$ cat config.mk
export PLATFORM = sky130hd
export DESIGN_NAME = imem_loader_flat
export DESIGN_NICKNAME = d
export VERILOG_FILES = /design/src/rtl/imem_loader_pkg.sv /design/src/rtl/imem_loader_if.sv /design/src/rtl/imem_loader_word_packer.sv /design/src/rtl/imem_loader.sv /design/src/flat_wrapper.sv
export SDC_FILE = /design/constraint.sdc
export NUM_CORES = 1
export LEC_CHECK = 0
export ABC_AREA = 0
export ABC_CLOCK_PERIOD_IN_PS = 9130
export CORE_MARGIN = 4
export CORE_UTILIZATION = 47
export CTS_BUF_LIST = sky130_fd_sc_hd__clkbuf_16
export DETAILED_ROUTE_END_ITERATION = 6
export PLACE_DENSITY = 0.71
export SETUP_SLACK_MARGIN = 0.2
export SKIP_CTS_REPAIR_TIMING = 1
export SYNTH_ARGS = -nofsm -noshare
export SYNTH_HDL_FRONTEND = slang
export SYNTH_SLANG_ARGS = --single-unit
export TNS_END_PERCENT = 30
$ cat constraint.sdc
create_clock -name clk -period 9.13 [get_ports clk]
set_clock_uncertainty 0.2 [all_clocks]
set_input_delay 0.913 -clock clk [delete_from_list [all_inputs] [get_ports clk]]
set_output_delay 0.913 -clock clk [all_outputs]
set_load 0.02 [all_outputs]
$ cat src/rtl/imem_loader_pkg.sv
// Shared definitions for the boot-time instruction-memory loader:
// FSM state encoding, word geometry and state-decode helpers.
package imem_loader_pkg;

  localparam int WORD_BYTES = 4;

  typedef enum logic [2:0] {
    ST_IDLE,
    ST_LEN_HI,
    ST_LEN_LO,
    ST_DATA,
    ST_WRITE,
    ST_CHECK,
    ST_DONE,
    ST_ERR
  } state_t;

  // States that consume a byte from the input stream.
  function automatic logic takes_byte(state_t s);
    return (s == ST_LEN_HI) || (s == ST_LEN_LO) || (s == ST_DATA) || (s == ST_CHECK);
  endfunction

  function automatic logic is_busy(state_t s);
    return (s == ST_LEN_HI) || (s == ST_LEN_LO) || (s == ST_DATA) ||
           (s == ST_WRITE)  || (s == ST_CHECK);
  endfunction

endpackage

$ cat src/rtl/imem_loader_if.sv
// Byte-stream input handshake plus the instruction-memory write port.
// The loader is the slave of the stream and drives the memory write side.
interface imem_loader_if #(
  parameter int ADDR_W = 32
);
  logic              in_valid;
  logic [7:0]        in_data;
  logic              in_ready;
  logic              mem_we;
  logic [ADDR_W-1:0] mem_addr;
  logic [31:0]       mem_wdata;

  modport master (
    output in_valid, in_data,
    input  in_ready, mem_we, mem_addr, mem_wdata
  );

  modport slave (
    input  in_valid, in_data,
    output in_ready, mem_we, mem_addr, mem_wdata
  );
endinterface

$ cat src/rtl/imem_loader_word_packer.sv
// Big-endian byte-to-word packer: shifts bytes in MSB first and flags the
// byte that completes a word, presenting the full word combinationally.
module imem_word_packer
  import imem_loader_pkg::*;
(
  input  logic        clk,
  input  logic        rst,
  input  logic        clr,
  input  logic        shift_en,
  input  logic [7:0]  byte_in,
  output logic [31:0] word_next,
  output logic        word_ready
);
  localparam int CNT_W = $clog2(WORD_BYTES);

  logic [8*(WORD_BYTES-1)-1:0] shift_reg;
  logic [CNT_W-1:0]            cnt_reg;

  always_ff @(posedge clk or posedge rst) begin
    if (rst) begin
      shift_reg <= '0;
      cnt_reg   <= '0;
    end else if (clr) begin
      shift_reg <= '0;
      cnt_reg   <= '0;
    end else if (shift_en) begin
      shift_reg <= {shift_reg[8*(WORD_BYTES-2)-1:0], byte_in};
      cnt_reg   <= cnt_reg + 1'b1;
    end
  end

  // The counter wraps on its own after the last byte of a word.
  assign word_next  = {shift_reg, byte_in};
  assign word_ready = shift_en && (cnt_reg == CNT_W'(WORD_BYTES - 1));
endmodule

$ cat src/rtl/imem_loader.sv
// Boot loader: parses a length-prefixed, XOR-checksummed byte stream, writes
// one 32-bit word per cycle into instruction memory, and holds the core in reset until verified.
module imem_loader
  import imem_loader_pkg::*;
#(
  parameter int MAX_WORDS = 64,
  parameter int ADDR_W    = 32
) (
  input  logic         clk,
  input  logic         rst,
  input  logic         start,
  imem_loader_if.slave bus,
  output logic         cpu_rst,
  output logic         busy,
  output logic         done,
  output logic         err
);
  state_t      state_reg;
  state_t      state_next;
  logic        in_ready_reg;
  logic        mem_we_reg;
  logic [31:0] mem_wdata_reg;
  logic [7:0]  len_hi_reg;
  logic [7:0]  xor_reg;
  logic [15:0] words_left_reg;
  logic [15:0] word_idx_reg;

  logic        accept;
  logic        start_accept;
  logic [15:0] len_full;
  logic        len_too_big;
  logic        pack_shift;
  logic        word_ready;
  logic [31:0] word_next;

  assign accept       = bus.in_valid && in_ready_reg;
  assign start_accept = start && !is_busy(state_reg);
  assign len_full     = {len_hi_reg, bus.in_data};
  assign len_too_big  = {1'b0, len_full} > 17'(MAX_WORDS);
  assign pack_shift   = accept && (state_reg == ST_DATA);

  imem_word_packer u_packer (
    .clk        (clk),
    .rst        (rst),
    .clr        (start_accept),
    .shift_en   (pack_shift),
    .byte_in    (bus.in_data),
    .word_next  (word_next),
    .word_ready (word_ready)
  );

  always_comb begin
    state_next = state_reg;
    case (state_reg)
      ST_IDLE, ST_DONE, ST_ERR: if (start) state_next = ST_LEN_HI;
      ST_LEN_HI: if (accept) state_next = ST_LEN_LO;
      ST_LEN_LO: begin
        if (accept) begin
          if (len_too_big)          state_next = ST_ERR;
          else if (len_full == '0)  state_next = ST_CHECK;
          else                      state_next = ST_DATA;
        end
      end
      ST_DATA:  if (accept && word_ready) state_next = ST_WRITE;
      ST_WRITE: state_next = (words_left_reg == 16'd1) ? ST_CHECK : ST_DATA;
      ST_CHECK: begin
        if (accept) state_next = (bus.in_data == xor_reg) ? ST_DONE : ST_ERR;
      end
      default:  state_next = ST_IDLE;
    endcase
  end

  // Status outputs are registered from the next state so they change
  // in the same cycle the FSM enters its new state.
  always_ff @(posedge clk or posedge rst) begin
    if (rst) begin
      state_reg      <= ST_IDLE;
      in_ready_reg   <= 1'b0;
      mem_we_reg     <= 1'b0;
      mem_wdata_reg  <= '0;
      busy           <= 1'b0;
      done           <= 1'b0;
      err            <= 1'b0;
      cpu_rst        <= 1'b1;
      len_hi_reg     <= '0;
      xor_reg        <= '0;
      words_left_reg <= '0;
      word_idx_reg   <= '0;
    end else begin
      state_reg    <= state_next;
      in_ready_reg <= takes_byte(state_next);
      mem_we_reg   <= (state_next == ST_WRITE);
      busy         <= is_busy(state_next);
      done         <= (state_next == ST_DONE);
      err          <= (state_next == ST_ERR);
      cpu_rst      <= (state_next != ST_DONE);

      if (start_accept) begin
        xor_reg      <= '0;
        word_idx_reg <= '0;
      end else if (accept && state_reg != ST_CHECK) begin
        xor_reg <= xor_reg ^ bus.in_data;
      end

      if (accept && state_reg == ST_LEN_HI) len_hi_reg     <= bus.in_data;
      if (accept && state_reg == ST_LEN_LO) words_left_reg <= len_full;
      if (pack_shift && word_ready)         mem_wdata_reg  <= word_next;

      if (state_reg == ST_WRITE) begin
        word_idx_reg   <= word_idx_reg + 16'd1;
        words_left_reg <= words_left_reg - 16'd1;
      end
    end
  end

  assign bus.in_ready  = in_ready_reg;
  assign bus.mem_we    = mem_we_reg;
  assign bus.mem_wdata = mem_wdata_reg;
  assign bus.mem_addr  = ADDR_W'({word_idx_reg, 2'b00});
endmodule

$ cat src/flat_wrapper.sv
// flat-port wrapper written by rule: the top's interface ports become plain ports
module imem_loader_flat import imem_loader_pkg::*;
#(
  parameter int MAX_WORDS = 64,
  parameter int ADDR_W    = 32
)
  (clk, rst, start, cpu_rst, busy, done, err, bus_in_valid, bus_in_data, bus_in_ready, bus_mem_we, bus_mem_addr, bus_mem_wdata);
  imem_loader_if #(.ADDR_W(ADDR_W)) bus_i ();
  input  logic clk;
  input  logic rst;
  input  logic start;
  output logic cpu_rst;
  output logic busy;
  output logic done;
  output logic err;
  input wire logic [$bits(bus_i.in_valid)-1:0] bus_in_valid;
  input wire logic [$bits(bus_i.in_data)-1:0] bus_in_data;
  output wire logic [$bits(bus_i.in_ready)-1:0] bus_in_ready;
  output wire logic [$bits(bus_i.mem_we)-1:0] bus_mem_we;
  output wire logic [$bits(bus_i.mem_addr)-1:0] bus_mem_addr;
  output wire logic [$bits(bus_i.mem_wdata)-1:0] bus_mem_wdata;
  assign bus_i.in_valid = bus_in_valid;
  assign bus_i.in_data = bus_in_data;
  assign bus_in_ready = bus_i.in_ready;
  assign bus_mem_we = bus_i.mem_we;
  assign bus_mem_addr = bus_i.mem_addr;
  assign bus_mem_wdata = bus_i.mem_wdata;
  imem_loader #(.MAX_WORDS(MAX_WORDS), .ADDR_W(ADDR_W)) u_core (.clk(clk), .rst(rst), .start(start), .bus(bus_i), .cpu_rst(cpu_rst), .busy(busy), .done(done), .err(err));
endmodule
### Yosys cells after proc, flatten, opt, wreduce, memory -nomap -nowiden

Cells that the tools add are included.

| cells by class | value |
|---|---|
| add/subtract/negate cells | 3 |
| $lt $le $gt $ge | 1 |
| equal/unequal tests | 19 |
| multiplexer cells | 20 |
| bitwise operators | 1 |
| reductions and logical operators | 26 |

Operators by type and width:

| operator | number |
|---|---|
| $mux W16 | 4 |
| $mux W24 | 2 |
| $eq A3 B3 Y1 const B | 8 |
| $mux W3 | 8 |
| $pmux W3 S6 | 1 |
| $add A16 B1 Y16 const B | 1 |
| $eq A16 B1 Y1 const B | 1 |
| $gt A16 B7 Y1 const B | 1 |
| $logic_not A16 Y1 | 1 |
| $mux W8 | 2 |
| $sub A16 B1 Y16 const B | 1 |
| $eq A3 B2 Y1 const B | 4 |
| $logic_and A1 B1 Y1 | 9 |
| $logic_or A1 B1 Y1 | 9 |
| $eq A8 B8 Y1 | 1 |
| $reduce_bool A2 Y1 | 4 |
| $xor A8 B8 Y8 | 1 |
| $eq A3 B1 Y1 const B | 2 |
| $ne A3 B3 Y1 const B | 2 |
| $mux W2 | 2 |
| $logic_not A3 Y1 | 1 |
| $reduce_or A3 Y1 | 1 |
| $add A2 B1 Y2 const B | 1 |
| $eq A2 B2 Y1 const B | 1 |
| 2 further kinds | 2 |

| word-level totals | value |
|---|---|
| register bits after elaboration | 115 |
| input port bits | 12 |
| output and inout bits | 70 |
| word-level logic and storage cells | 84 |

### Depth between registers and ports, before layout

Gate-level depths: netlist of the first run.

| logic depth | value |
|---|---|
| depth in word-level cells | 11 |
| depth in mapped cells | 8 |
| gate-level depth less buffers | 7 |

### Hierarchy

Synthesis of the first run repeated with hierarchy kept, for this count alone.

| unflattened totals | value |
|---|---|
| cells, all modules | 558 |
| area total of the unflattened synthesis | 5425.2 um2 |

By module, submodules not included:

| module | times used | cells an instance | area an instance (um2) |
|---|---|---|---|
| imem_loader | 1 | 463 | 4266.6 |
| imem_word_packer | 1 | 95 | 1158.6 |

### Worst setup path after synthesis of the first run

Ideal clock, no wire load.

| timing | value |
|---|---|
| path kind | in2reg |
| start | in bus_in_data[0] |
| end | reg u_core.busy |
| library setup time | 124 ps |
| arrival | 2360 ps |
| required time | 8806 ps |
| path slack | 6446 ps |
| stages | 7 |
| cells stage by stage | clkbuf_1 -> xor2_1 -> nor4_1 -> nand4_1 -> o311ai_0 -> nand3_1 -> o31a_1 |

| between the ends | value |
|---|---|
| elaborated cells on any way between the ends | 18 |

RTL lines:

| item | line | source |
|---|---|---|
| start, declared | flat_wrapper.sv:17 | `input wire logic [$bits(bus_i.in_data)-1:0] bus_in_data;` |
| $gt A16 B7 Y1 / $eq A8 B8 Y1 (equally long branches) | imem_loader.sv:39, imem_loader.sv:67 |  |
| $mux W3 / $mux W1 (equally long branches) | imem_loader.sv:59, imem_loader.sv:67 |  |
| $mux W3, on equally long branches | imem_loader.sv:58, imem_loader.sv:67 |  |
| $pmux W3 S6 * | imem_loader.sv:54 | `case (state_reg)` |
| named net u_core.state_next[0] | imem_loader.sv:19 | `state_t state_next;` |
| $eq A3 B1 Y1 / $eq A3 B2 Y1 (equally long branches) | imem_loader_pkg.sv:24 | `return (s == ST_LEN_HI) \|\| (s == ST_LEN_LO) \|\| (s == ST_DATA) \|\|` |
| $logic_or A1 B1 Y1 (3 in series) | imem_loader_pkg.sv:24 |  |
| $logic_or A1 B1 Y1 * | imem_loader_pkg.sv:25 | `(s == ST_WRITE) \|\| (s == ST_CHECK);` |
| end signal, assigned | imem_loader.sv:93 | `busy <= is_busy(state_next);` |
| end, declared | imem_loader.sv:14 | `output logic busy,` |

The timed path passes the listed nets; every way through them passes the cells marked *.
A chain may end at the register's enable or synchronous reset.

### Final worst setup path of the first run

| timing | value |
|---|---|
| start | in bus_in_valid |
| end | reg u_core.mem_wdata_reg[21] (netlist: u_core.bus.mem_wdata[21]) |

| between the ends | value |
|---|---|
| cells in the longest elaborated chain, start to end | 4 |

Ends and longest elaborated chain:

| item | line | source |
|---|---|---|
| start, declared | flat_wrapper.sv:16 | `input wire logic [$bits(bus_i.in_valid)-1:0] bus_in_valid;` |
| $logic_and A1 B1 Y1 * | imem_loader.sv:36 | `assign accept = bus.in_valid && in_ready_reg;` |
| $logic_and A1 B1 Y1 * | imem_loader.sv:40 | `assign pack_shift = accept && (state_reg == ST_DATA);` |
| $logic_and A1 B1 Y1 | imem_loader_word_packer.sv:34 | `assign word_ready = shift_en && (cnt_reg == CNT_W'(WORD_BYTES - 1));` |
| $logic_and A1 B1 Y1 * | imem_loader.sv:107 | `if (pack_shift && word_ready) mem_wdata_reg <= word_next;` |
| end signal, assigned | imem_loader.sv:107 |  |
| end, declared | imem_loader.sv:22 | `logic [31:0] mem_wdata_reg;` |

Every way passes the cells marked *; elsewhere a longest branch is shown, timed or not.

==> reports/qor.json, run 1 <==
{
  "max_freq_mhz": 312,
  "clock_tree.buffer_depth": 2,
  "grt_start_max_net_pins": 73,
  "clk_pin_slew_worst_paths_ns": 0.05,
  "crit_slowest_cell": "and3_1",
  "grt.total_usage_pct": 18.9,
  "grt_overflow": 0,
  "routed_wl_mm": 11.9,
  "critPathMaxStageDelay_ns": 0.82,
  "finalWeightedCongestion": 0.862,
  "fp.coreArea_um2": 11000,
  "finish.utilization_pct": 60.3,
  "cp_data_required_time_ns": 9.21,
  "syn-instance-count": 521,
  "dieArea_um2": 13200,
  "route.antenna.remaining_nets": 0,
  "maxSlewHeadroom_pct": 37.6,
  "seq_area_frac_synth_pct": 53.7,
  "setup.worst_path.end": "u_core.bus.mem_wdata[21]",
  "cts_max_level": 4,
  "drt_pre_antenna_iters": 5,
  "num-fill-cells": 941,
  "outcome": "complete, no violations",
  "initial_antenna_violation_count": 0,
  "final_cell_area_um2": 6620,
  "crit_path_start": "bus_in_valid",
  "setup_viol": 0,
  "worst-setup-path-type": "in2reg",
  "synth_top_cells_by_area": "dfrtp_1 53%, mux2_2 8.6%, nand2_1 6.0%, a21oi_1 3.4%, o21ai_0 2.6%",
  "crit_arrival_ns": 3.29,
  "r2r-start": "u_core.state_reg[0]",
  "worstReg2RegEnd": "u_core.words_left_reg[9]",
  "chain_of_cells_forming_the_critical_path": "clkdlybuf4s50_1, and2_1, and3_1, nand2_1, buf_4, mux2_2",
  "synth-seq-cells": 115,
  "netlist.top_cell.by_area": "dfrtp_1",
  "synthToLayoutAreaGrowth_pct": 23.6,
  "hp-start": "u_core.word_idx_reg[15]",
  "first_pass_grt_wire_length_mm": 19.8,
  "ys_types": 53,
  "sum_of_buffers_and_inverters_on_the_critical_path": 2,
  "post_layout_nets": 600,
  "antenna_cells_inserted": 0,
  "numPortBuffers": 65,
  "cts-root-buf": "clkbuf_16",
  "detail_route.drc_violations": 0,
  "io-pin-count": 82,
  "slew_violations": 0,
  "synth_edf_count": 0,
  "dpl_wire_length_mm": 7.87,
  "tritoncts_clock_tree": "yes",
  "max_slew.worst_pin.slew_ns": 0.933,
  "setup_total_negative_slack_ns": 0,
  "hold_viol": 0,
  "ys_dominant_reg_cell": "dfrtp_1",
  "yosys.area.top_type_share_pct": 53.2,
  "final.setup.worst_slack_ns": 5.92,
  "largest_register_ff_count": 32,
  "asyncSetResetFlopFracSynth_pct": 100,
  "irDropWorstVdd_uv": 184,
  "path_max_fanout": 33,
  "finalWorstPathRequiredPeriod_ns": 3.21,
  "largest_delay_share_family_worst_path": "simple AND/OR/NAND/NOR gates",
  "vias": 4026,
  "design_power_total_mw": 1.94,
  "netlist_area_um2": 5360,
  "regToRegSetupSlack_ns": 6.33,
  "power.leakage_nw": 2.91,
  "cap_violations": 0,
  "cts_inserted_buffers": 17,
  "clock_sink_count": 115,
  "rsz_0062_raised_after_global_routing": "no",
  "power.density_nw_per_um2": 293,
  "min_path_type": "reg2reg",
  "detailedPlace.worstSlack_ns": 5.49,
  "floorplan.initialDensity_pct": 48.8,
  "setup.worst_path.start_class": "input pin",
  "synth.yosys.warnings": 0,
  "detailed_place.area_um2": 6050,
  "end_kind": "register",
  "std_cell_rows": 38,
  "syn_avg_cell_area_um2": 10.3,
  "dr_wl_cell_um": 16.2,
  "viasPerCell": 5.46,
  "r2r.worst_path.cells": 6,
  "clk_latency_ns": 0.40,
  "initialDrtViolationCount": 251,
  "worstSetupPathDepth": 6,
  "drive_gt1_share_pct": 14.1,
  "first_global_vias": 3985,
  "die_h_um": 115,
  "period_share_pct": 35.1,
  "die_width_um": 115
}
-- cell families after synthesis --
logic type / share of synthesized area [%]
xor+xnor: 2.94
compound gates: 11.4
buf+inv: 4.79
flops: 53.7
simple gates: 17.4
fa+ha+maj: 0.934
other cells: 0.0700
mux: 8.80
-- power breakdown --
group / internal (mW) / switching (mW)
registers: 0.648 / 0.135
logic: 0.229 / 0.290
clock network: 0.420 / 0.221
-- synthesized netlist by cell type (5+ instances only) --
cell / instances
a211oi_1: 5
a21oi_1: 36
xor2_1: 13
nor3_1: 10
o21ai_0: 28
nand2_1: 86
nand4_1: 6
mux2_2: 41
nor2_1: 35
dfrtp_1: 114
clkbuf_1: 14
buf_4: 17
inv_1: 8
xnor2_1: 5
and2_1: 6
nand3_1: 25
-- worst reg2reg max path: stages (launching register included) --
cell and delay (ns):
dfrtp_1 0.52, nor2_1 0.23, and2_1 0.59, nand2b_1 0.22, or4_4 0.48, or4_1 0.41
nand3_1 0.09
-- through the flow --
step | instances | hold WS, ns
after floorplan | 536 | 0.267
after global placement | 705 | 0.279
after detailed placement | 705 | 0.283
after CTS | 737 | 0.293
after global routing | 737 | 0.309
final | 737 | 0.288
-- metal layers --
layer | GRT usage, % | part of all wire (%) | vias up
li1 | - | - | 1921
met2 | 31.4 | 50 | 104
met1 | 24.7 | 45 | 1989
met3 | 5.16 | 4.8 | 12
met5 | 0 | 0 | -
met4 | 5.09 | 0.64 | 0
-- placed cells by master (no fill, tap or decap), types with 5 or more instances in the layout --
cell,synthesis,final
nand3_1,25,25
inv_1,8,9
and2_1,6,6
nor2_1,35,35
nand4_1,6,6
conb_1,1,16
o21ai_0,28,28
mux2_2,41,41
a211oi_1,5,5
xnor2_1,5,5
nor3_1,10,10
dfrtp_1,114,114
xor2_1,13,13
clkdlybuf4s50_1,0,65
clkbuf_16,0,17
a21oi_1,36,36
nand2_1,86,86
-- worst min path at each step --
stage,end,cells past startpoint
2_1_floorplan,u_core.words_left_reg[9],2
6_report,u_core.word_idx_reg[15],1
3_5_place_dp,u_core.word_idx_reg[15],1
5_1_grt,u_core.bus.mem_wdata[1],1
4_1_cts,u_core.word_idx_reg[15],1
3_3_place_gp,u_core.word_idx_reg[15],1
-- final cells by class --
cell class	count	area, um2	share of cell area [%]
inverter	8	32.5	0.491
clock inverter	15	149	2.25
timing repair buffer	69	681	10.3
tap	140	175	2.65
sequential	115	2880	43.5
clock buffer	17	425	6.43
multi-input combinational	373	2280	34.4
Power figures use the tool's default switching activity.
==> inputs of run 2 (changes only) <==
--- a/config.mk
+++ b/config.mk
@@ -6,12 +6,12 @@
 export NUM_CORES = 1
 export LEC_CHECK = 0
 export ABC_AREA = 0
-export ABC_CLOCK_PERIOD_IN_PS = 9130
+export ABC_CLOCK_PERIOD_IN_PS = 2900
 export CORE_MARGIN = 4
 export CORE_UTILIZATION = 47
 export CTS_BUF_LIST = sky130_fd_sc_hd__clkbuf_16
 export DETAILED_ROUTE_END_ITERATION = 6
-export PLACE_DENSITY = 0.71
+export PLACE_DENSITY = 0.74
 export SETUP_SLACK_MARGIN = 0.2
 export SKIP_CTS_REPAIR_TIMING = 1
 export SYNTH_ARGS = -nofsm -noshare
==> constraint.sdc (replaced) <==
create_clock -name clk -period 2.9 [get_ports clk]
set_clock_uncertainty 0.2 [all_clocks]
set_input_delay 0.29 -clock clk [delete_from_list [all_inputs] [get_ports clk]]
set_output_delay 0.29 -clock clk [all_outputs]
set_load 0.02 [all_outputs]
==> run 2 against run 1 <==
Total power grew to 3.3 times the previous value. Critical path type is now reg2reg. Sequential power grew to 3.2 times the previous value. Final cell count grew 2.0%. Largest power group unchanged. Worst hold slack lost 0.070 ns. Clock power grew to 3.4 times the previous value. Register-to-register slack lost 5.8 ns.
==> reports/qor.json, run 2 (same netlist as run 1, synthesis figures left out) <==
{
  "outcome": "complete, no violations",
  "r2r-start": "u_core.len_hi_reg[5]",
  "regToRegSetupSlack_ns": 0.50,
  "tritoncts_clock_tree": "yes",
  "mostFrequentLayoutCell": "dfrtp_1",
  "fp.coreArea_um2": 11000,
  "detail_route.drc_violations": 0,
  "end_kind": "register",
  "clock_tree.buffer_depth": 2,
  "synthToLayoutAreaGrowth_pct": 26.7,
  "path_max_fanout": 3,
  "clock_sink_count": 115,
  "finalWorstPathRequiredPeriod_ns": 2.40,
  "grt.met1_usage_pct": 27.0,
  "global_route.usage.met3_pct": 4.63,
  "route.antenna.remaining_nets": 0,
  "routed_wl_mm": 12.4,
  "cts-root-buf": "clkbuf_16",
  "largest_register_ff_count": 32,
  "drive_gt1_share_pct": 17.0,
  "cts_max_level": 4,
  "die_width_um": 115,
  "dpl_wire_length_mm": 8.17,
  "max_slew.worst_pin.slew_ns": 0.650,
  "net-switching-power_mw": 2.11,
  "slew_violations": 0,
  "comb_power_share_pct": 26.8,
  "dieArea_um2": 13200,
  "crit_path_start": "u_core.len_hi_reg[5]",
  "irDropWorstVdd_uv": 549,
  "initial_antenna_violation_count": 0,
  "grt.total_usage_pct": 19.9,
  "vias": 4131,
  "std_cell_rows": 38,
  "post_layout_nets": 615,
  "setup_viol": 0,
  "dr_wl_cell_um": 16.4,
  "hold_viol": 0,
  "seq_power_share_pct": 39.2,
  "first_global_vias": 4127,
  "numPortBuffers": 65,
  "clock_network_fraction_of_total_power_pct": 34.0,
  "die_h_um": 115,
  "crit_arrival_ns": 2.49,
  "r2r.worst_path.cells": 6,
  "cp_data_required_time_ns": 2.99,
  "antenna_cells_inserted": 0,
  "cts_inserted_buffers": 17,
  "p_int_mw": 4.22,
  "finalWeightedCongestion": 0.854,
  "initialDrtViolationCount": 253,
  "cap_violations": 0,
  "globalRoute.busiestLayer": "met2",
  "worst-setup-path-type": "reg2reg",
  "setup_total_negative_slack_ns": 0,
  "power.density_nw_per_um2": 933,
  "grt_overflow": 0,
  "design_power_total_mw": 6.33,
  "clk_latency_ns": 0.41,
  "power.switching_fraction_pct": 33.4,
  "worstReg2RegEnd": "u_core.busy",
  "drt_pre_antenna_iters": 4,
  "floorplan.initialDensity_pct": 48.8,
  "io-pin-count": 82,
  "groute.layer.met2.usage_pct": 31.4,
  "period_share_pct": 82.9,
  "clk_pin_slew_worst_paths_ns": 0.05,
  "maxSlewHeadroom_pct": 56.5,
  "rsz_0062_raised_after_global_routing": "no",
  "grt_start_max_net_pins": 116,
  "viasPerCell": 5.49,
  "final_cell_mix": "114 x dfrtp_1, 86 x nand2_1, 65 x clkdlybuf4s50_1",
  "min_path_type": "in2async",
  "max_freq_mhz": 416,
  "setup.worst_path.start_class": "register",
  "first_pass_grt_wire_length_mm": 20.6,
  "power.leakage_nw": 2.98
}
==> run 2: layout make-up <==
cell class / instances / area (um2)
Fill cell: 898 / 4190
Sequential cell: 115 / 2880
Multi-Input combinational cell: 373 / 2280
Timing Repair Buffer: 84 / 806
Clock buffer: 17 / 425
Clock inverter: 15 / 191
Tap cell: 140 / 175
Inverter: 8 / 33.8
==> run 2: stage by stage <==
stage	instance area, um2	worst slack (ns)	cells	hold WS, ns	util [%]
2_1_floorplan	5420	0.702	536	0.221	-
3_5_place_dp	6170	0.223	720	0.285	56.2
5_1_grt	6790	0.330	752	0.260	61.8
4_1_cts	6790	0.515	752	0.236	61.8
3_3_place_gp	6170	0.328	720	0.278	56.2
6_report	6790	0.496	752	0.218	61.8
==> run 2: per-layer routing <==
metal / routed length [um] / up-vias
met2: 5950 / 135
met4: 210 / 0
met1: 5510 / 2017
li1: - / 1957
met3: 681 / 22
met5: 0 / -
==> run 2: critical path, stage by stage (launching register included) <==
cell and delay [ns]:
dfrtp_1 0.41, or4_1 0.52, nor4_1 0.40, nor3b_2 0.28, a2bb2oi_2 0.17, nor2_1 0.07, o31a_1 0.24
==> run 2: worst max path at each step <==
stage,depth (start not counted),slack (ns),endpoint
after detailed placement,7,0.22,u_core.busy
after global placement,7,0.33,u_core.busy
after floorplan,5,0.70,u_core.busy
after global routing,6,0.33,u_core.busy
after CTS,6,0.52,u_core.busy
final,6,0.50,u_core.busy
==> run 2: power by group through the flow <==
stage / Sequential, mW / Combinational [mW] / Clock, mW
6_report: 2.48 / 1.70 / 2.15
5_1_grt: 2.54 / 1.90 / 2.26
3_5_place_dp: 2.49 / 1.69 / 0
3_3_place_gp: 2.46 / 1.63 / 0
4_1_cts: 2.47 / 1.71 / 2.19
2_1_floorplan: 2.45 / 1.16 / 0
==> inputs of run 3 (changes only) <==
--- a/config.mk
+++ b/config.mk
@@ -6,12 +6,12 @@
 export NUM_CORES = 1
 export LEC_CHECK = 0
 export ABC_AREA = 0
-export ABC_CLOCK_PERIOD_IN_PS = 2900
+export ABC_CLOCK_PERIOD_IN_PS = 2300
 export CORE_MARGIN = 4
 export CORE_UTILIZATION = 47
 export CTS_BUF_LIST = sky130_fd_sc_hd__clkbuf_16
 export DETAILED_ROUTE_END_ITERATION = 6
-export PLACE_DENSITY = 0.74
+export PLACE_DENSITY = 0.71
 export SETUP_SLACK_MARGIN = 0.2
 export SKIP_CTS_REPAIR_TIMING = 1
 export SYNTH_ARGS = -nofsm -noshare
==> constraint.sdc (replaced) <==
create_clock -name clk -period 2.3 [get_ports clk]
set_clock_uncertainty 0.2 [all_clocks]
set_input_delay 0.23 -clock clk [delete_from_list [all_inputs] [get_ports clk]]
set_output_delay 0.23 -clock clk [all_outputs]
set_load 0.02 [all_outputs]
==> run 3 against run 2 <==
The run now ends with negative setup slack left. Global-route usage increased by 0.10 points. Design area increased by 4.2%. Critical path depth is 1 lower. Combinational power up 50%.
==> reports/qor.json, run 3 (same netlist as run 1, synthesis figures left out) <==
{
  "r2r.worst_path.cells": 5,
  "clk_latency_ns": 0.41,
  "max_freq_mhz": 434,
  "outcome": "finished with violations",
  "largest_register_ff_count": 32,
  "mostFrequentLayoutCell": "dfrtp_1",
  "chain_of_cells_forming_the_critical_path": "or4_4, nor4b_4, a41o_2, a31oi_4, o31a_1",
  "path_max_fanout": 4,
  "cts_inserted_buffers": 17,
  "end_kind": "register",
  "vias": 4288,
  "setup_viol": 1,
  "flip_flop_and_latch_area_um2": 2880,
  "dieArea_um2": 13200,
  "drt_pre_antenna_iters": 4,
  "fp.coreArea_um2": 11000,
  "tritoncts_clock_tree": "yes",
  "detailedPlace.worstSlack_ns": -0.311,
  "die_h_um": 115,
  "std_cell_rows": 38,
  "hold_slack_ns": 0.149,
  "crit_slowest_cell": "or4_4",
  "antenna_cells_inserted": 0,
  "final.setup.worst_slack_ns": -0.00220,
  "numPortBuffers": 65,
  "rsz_0062_raised_after_global_routing": "yes",
  "cts-root-buf": "clkbuf_16",
  "violations": "negative setup slack",
  "sum_of_buffers_and_inverters_on_the_critical_path": 0,
  "grt_overflow": 0,
  "routed_wl_mm": 13.1,
  "worst-setup-path-type": "reg2reg",
  "dr_wl_cell_um": 16.8,
  "finalWeightedCongestion": 0.841,
  "largest_delay_share_family_worst_path": "simple AND/OR/NAND/NOR gates",
  "cts_max_level": 4,
  "clock_tree.buffer_depth": 2,
  "num-fill-cells": 849,
  "setup.worst_path.start_class": "register",
  "critPathMaxStageDelay_ns": 0.58,
  "crit_arrival_ns": 2.40,
  "initialDrtViolationCount": 242,
  "min_path_type": "in2async",
  "worstSetupPathDepth": 5,
  "clk_pin_slew_worst_paths_ns": 0.05,
  "final_cell_mix": "113 x dfrtp_1, 85 x nand2_1, 65 x clkdlybuf4s50_1",
  "max_slew.worst_pin.slew_ns": 0.602,
  "r2r-start": "u_core.words_left_reg[4]",
  "route.antenna.remaining_nets": 0,
  "synthToLayoutAreaGrowth_pct": 32.1,
  "worstReg2RegEnd": "u_core.busy",
  "finalWorstPathRequiredPeriod_ns": 2.30,
  "regToRegSetupSlack_ns": -0.002,
  "grt.total_usage_pct": 20.0,
  "io-pin-count": 82,
  "dpl_wire_length_mm": 8.55,
  "period_share_pct": 100,
  "cap_violations": 0,
  "detail_route.drc_violations": 0,
  "clock_sink_count": 115,
  "viasPerCell": 5.51,
  "hold_viol": 0,
  "post_layout_nets": 641,
  "footprint_of_the_multi_input_gates_um2": 2400,
  "initial_antenna_violation_count": 0,
  "cp_data_required_time_ns": 2.39,
  "maxSlewHeadroom_pct": 59.9,
  "die_width_um": 115,
  "power.leakage_nw": 3.14,
  "grt_start_max_net_pins": 116,
  "irDropWorstVdd_uv": 822,
  "drive_gt1_share_pct": 22.9,
  "power.density_nw_per_um2": 1160,
  "floorplan.initialDensity_pct": 48.8,
  "slew_violations": 0,
  "first_global_vias": 4146,
  "first_pass_grt_wire_length_mm": 20.7
}
-- run 3: cell count changes in the layout (fill, tap and decap cells not counted), moves of 3 or more --
cell	delta
buf_4	+24
clkinv_1	+5
nor3_1	-4
nand3_1	-3
nor2_1	-3
nor3_2	+3
o21ai_0	-3
o21ai_1	+3
-- run 3: final cells by class --
class,count,share of cell area [%]
Sequential cell,115,40.7
Clock buffer,17,6.01
Clock inverter,15,2.09
Inverter,8,0.477
Timing Repair Buffer,110,14.3
Multi-Input combinational cell,373,34.0
Tap cell,140,2.48
-- run 3: where the power goes --
part / internal, mW / leakage, nW / total (mW) / switching, mW
sequential: 2.57 / 1.51 / 3.08 / 0.503
clock: 1.67 / 0.281 / 2.56 / 0.898
combinational: 1.13 / 1.35 / 2.55 / 1.42
total: 5.37 / 3.14 / 8.19 / 2.82
-- run 3: per-stage QoR --
step                      area [um2]  instances  total power [mW]  utilization, %  TNS (ns)
after floorplan                 5420        536              4.55               -         0
after global placement          6310        739              5.32            57.5     -1.07
after detailed placement        6310        739              5.41            57.5     -1.05
after CTS                       6890        771              8.01            62.7   -0.0340
after global routing            7080        778              8.65            64.4   -0.0244
final                           7080        778              8.19            64.4  -0.00220
-- run 3: worst max-delay path by stage --
stage | startpoint | endpoint | slack (ns)
finish | u_core.words_left_reg[4] | u_core.busy | -0.002
detailed placement | bus_in_data[0] | u_core.busy | -0.31
global route | u_core.words_left_reg[4] | u_core.busy | -0.02
global placement | bus_in_data[0] | u_core.busy | -0.31
CTS | u_core.xor_reg[0] | u_core.busy | -0.03
floorplan | u_core.words_left_reg[4] | u_core.busy | 0.10
-- run 3: worst min-delay path, cell delays in order --
cell and delay (ns):
clkdlybuf4s50_1 0.44, clkinvlp_4 0.09, buf_12 0.45
-- run 3: metal layers --
layer / GRT usage [%] / part of all wire (%) / wire, um
met5: 0 / 0 / 0
met2: 31.2 / 49 / 6370
met1: 26.3 / 43 / 5570
met3: 5.68 / 5.8 / 762
met4: 8.84 / 2.9 / 380
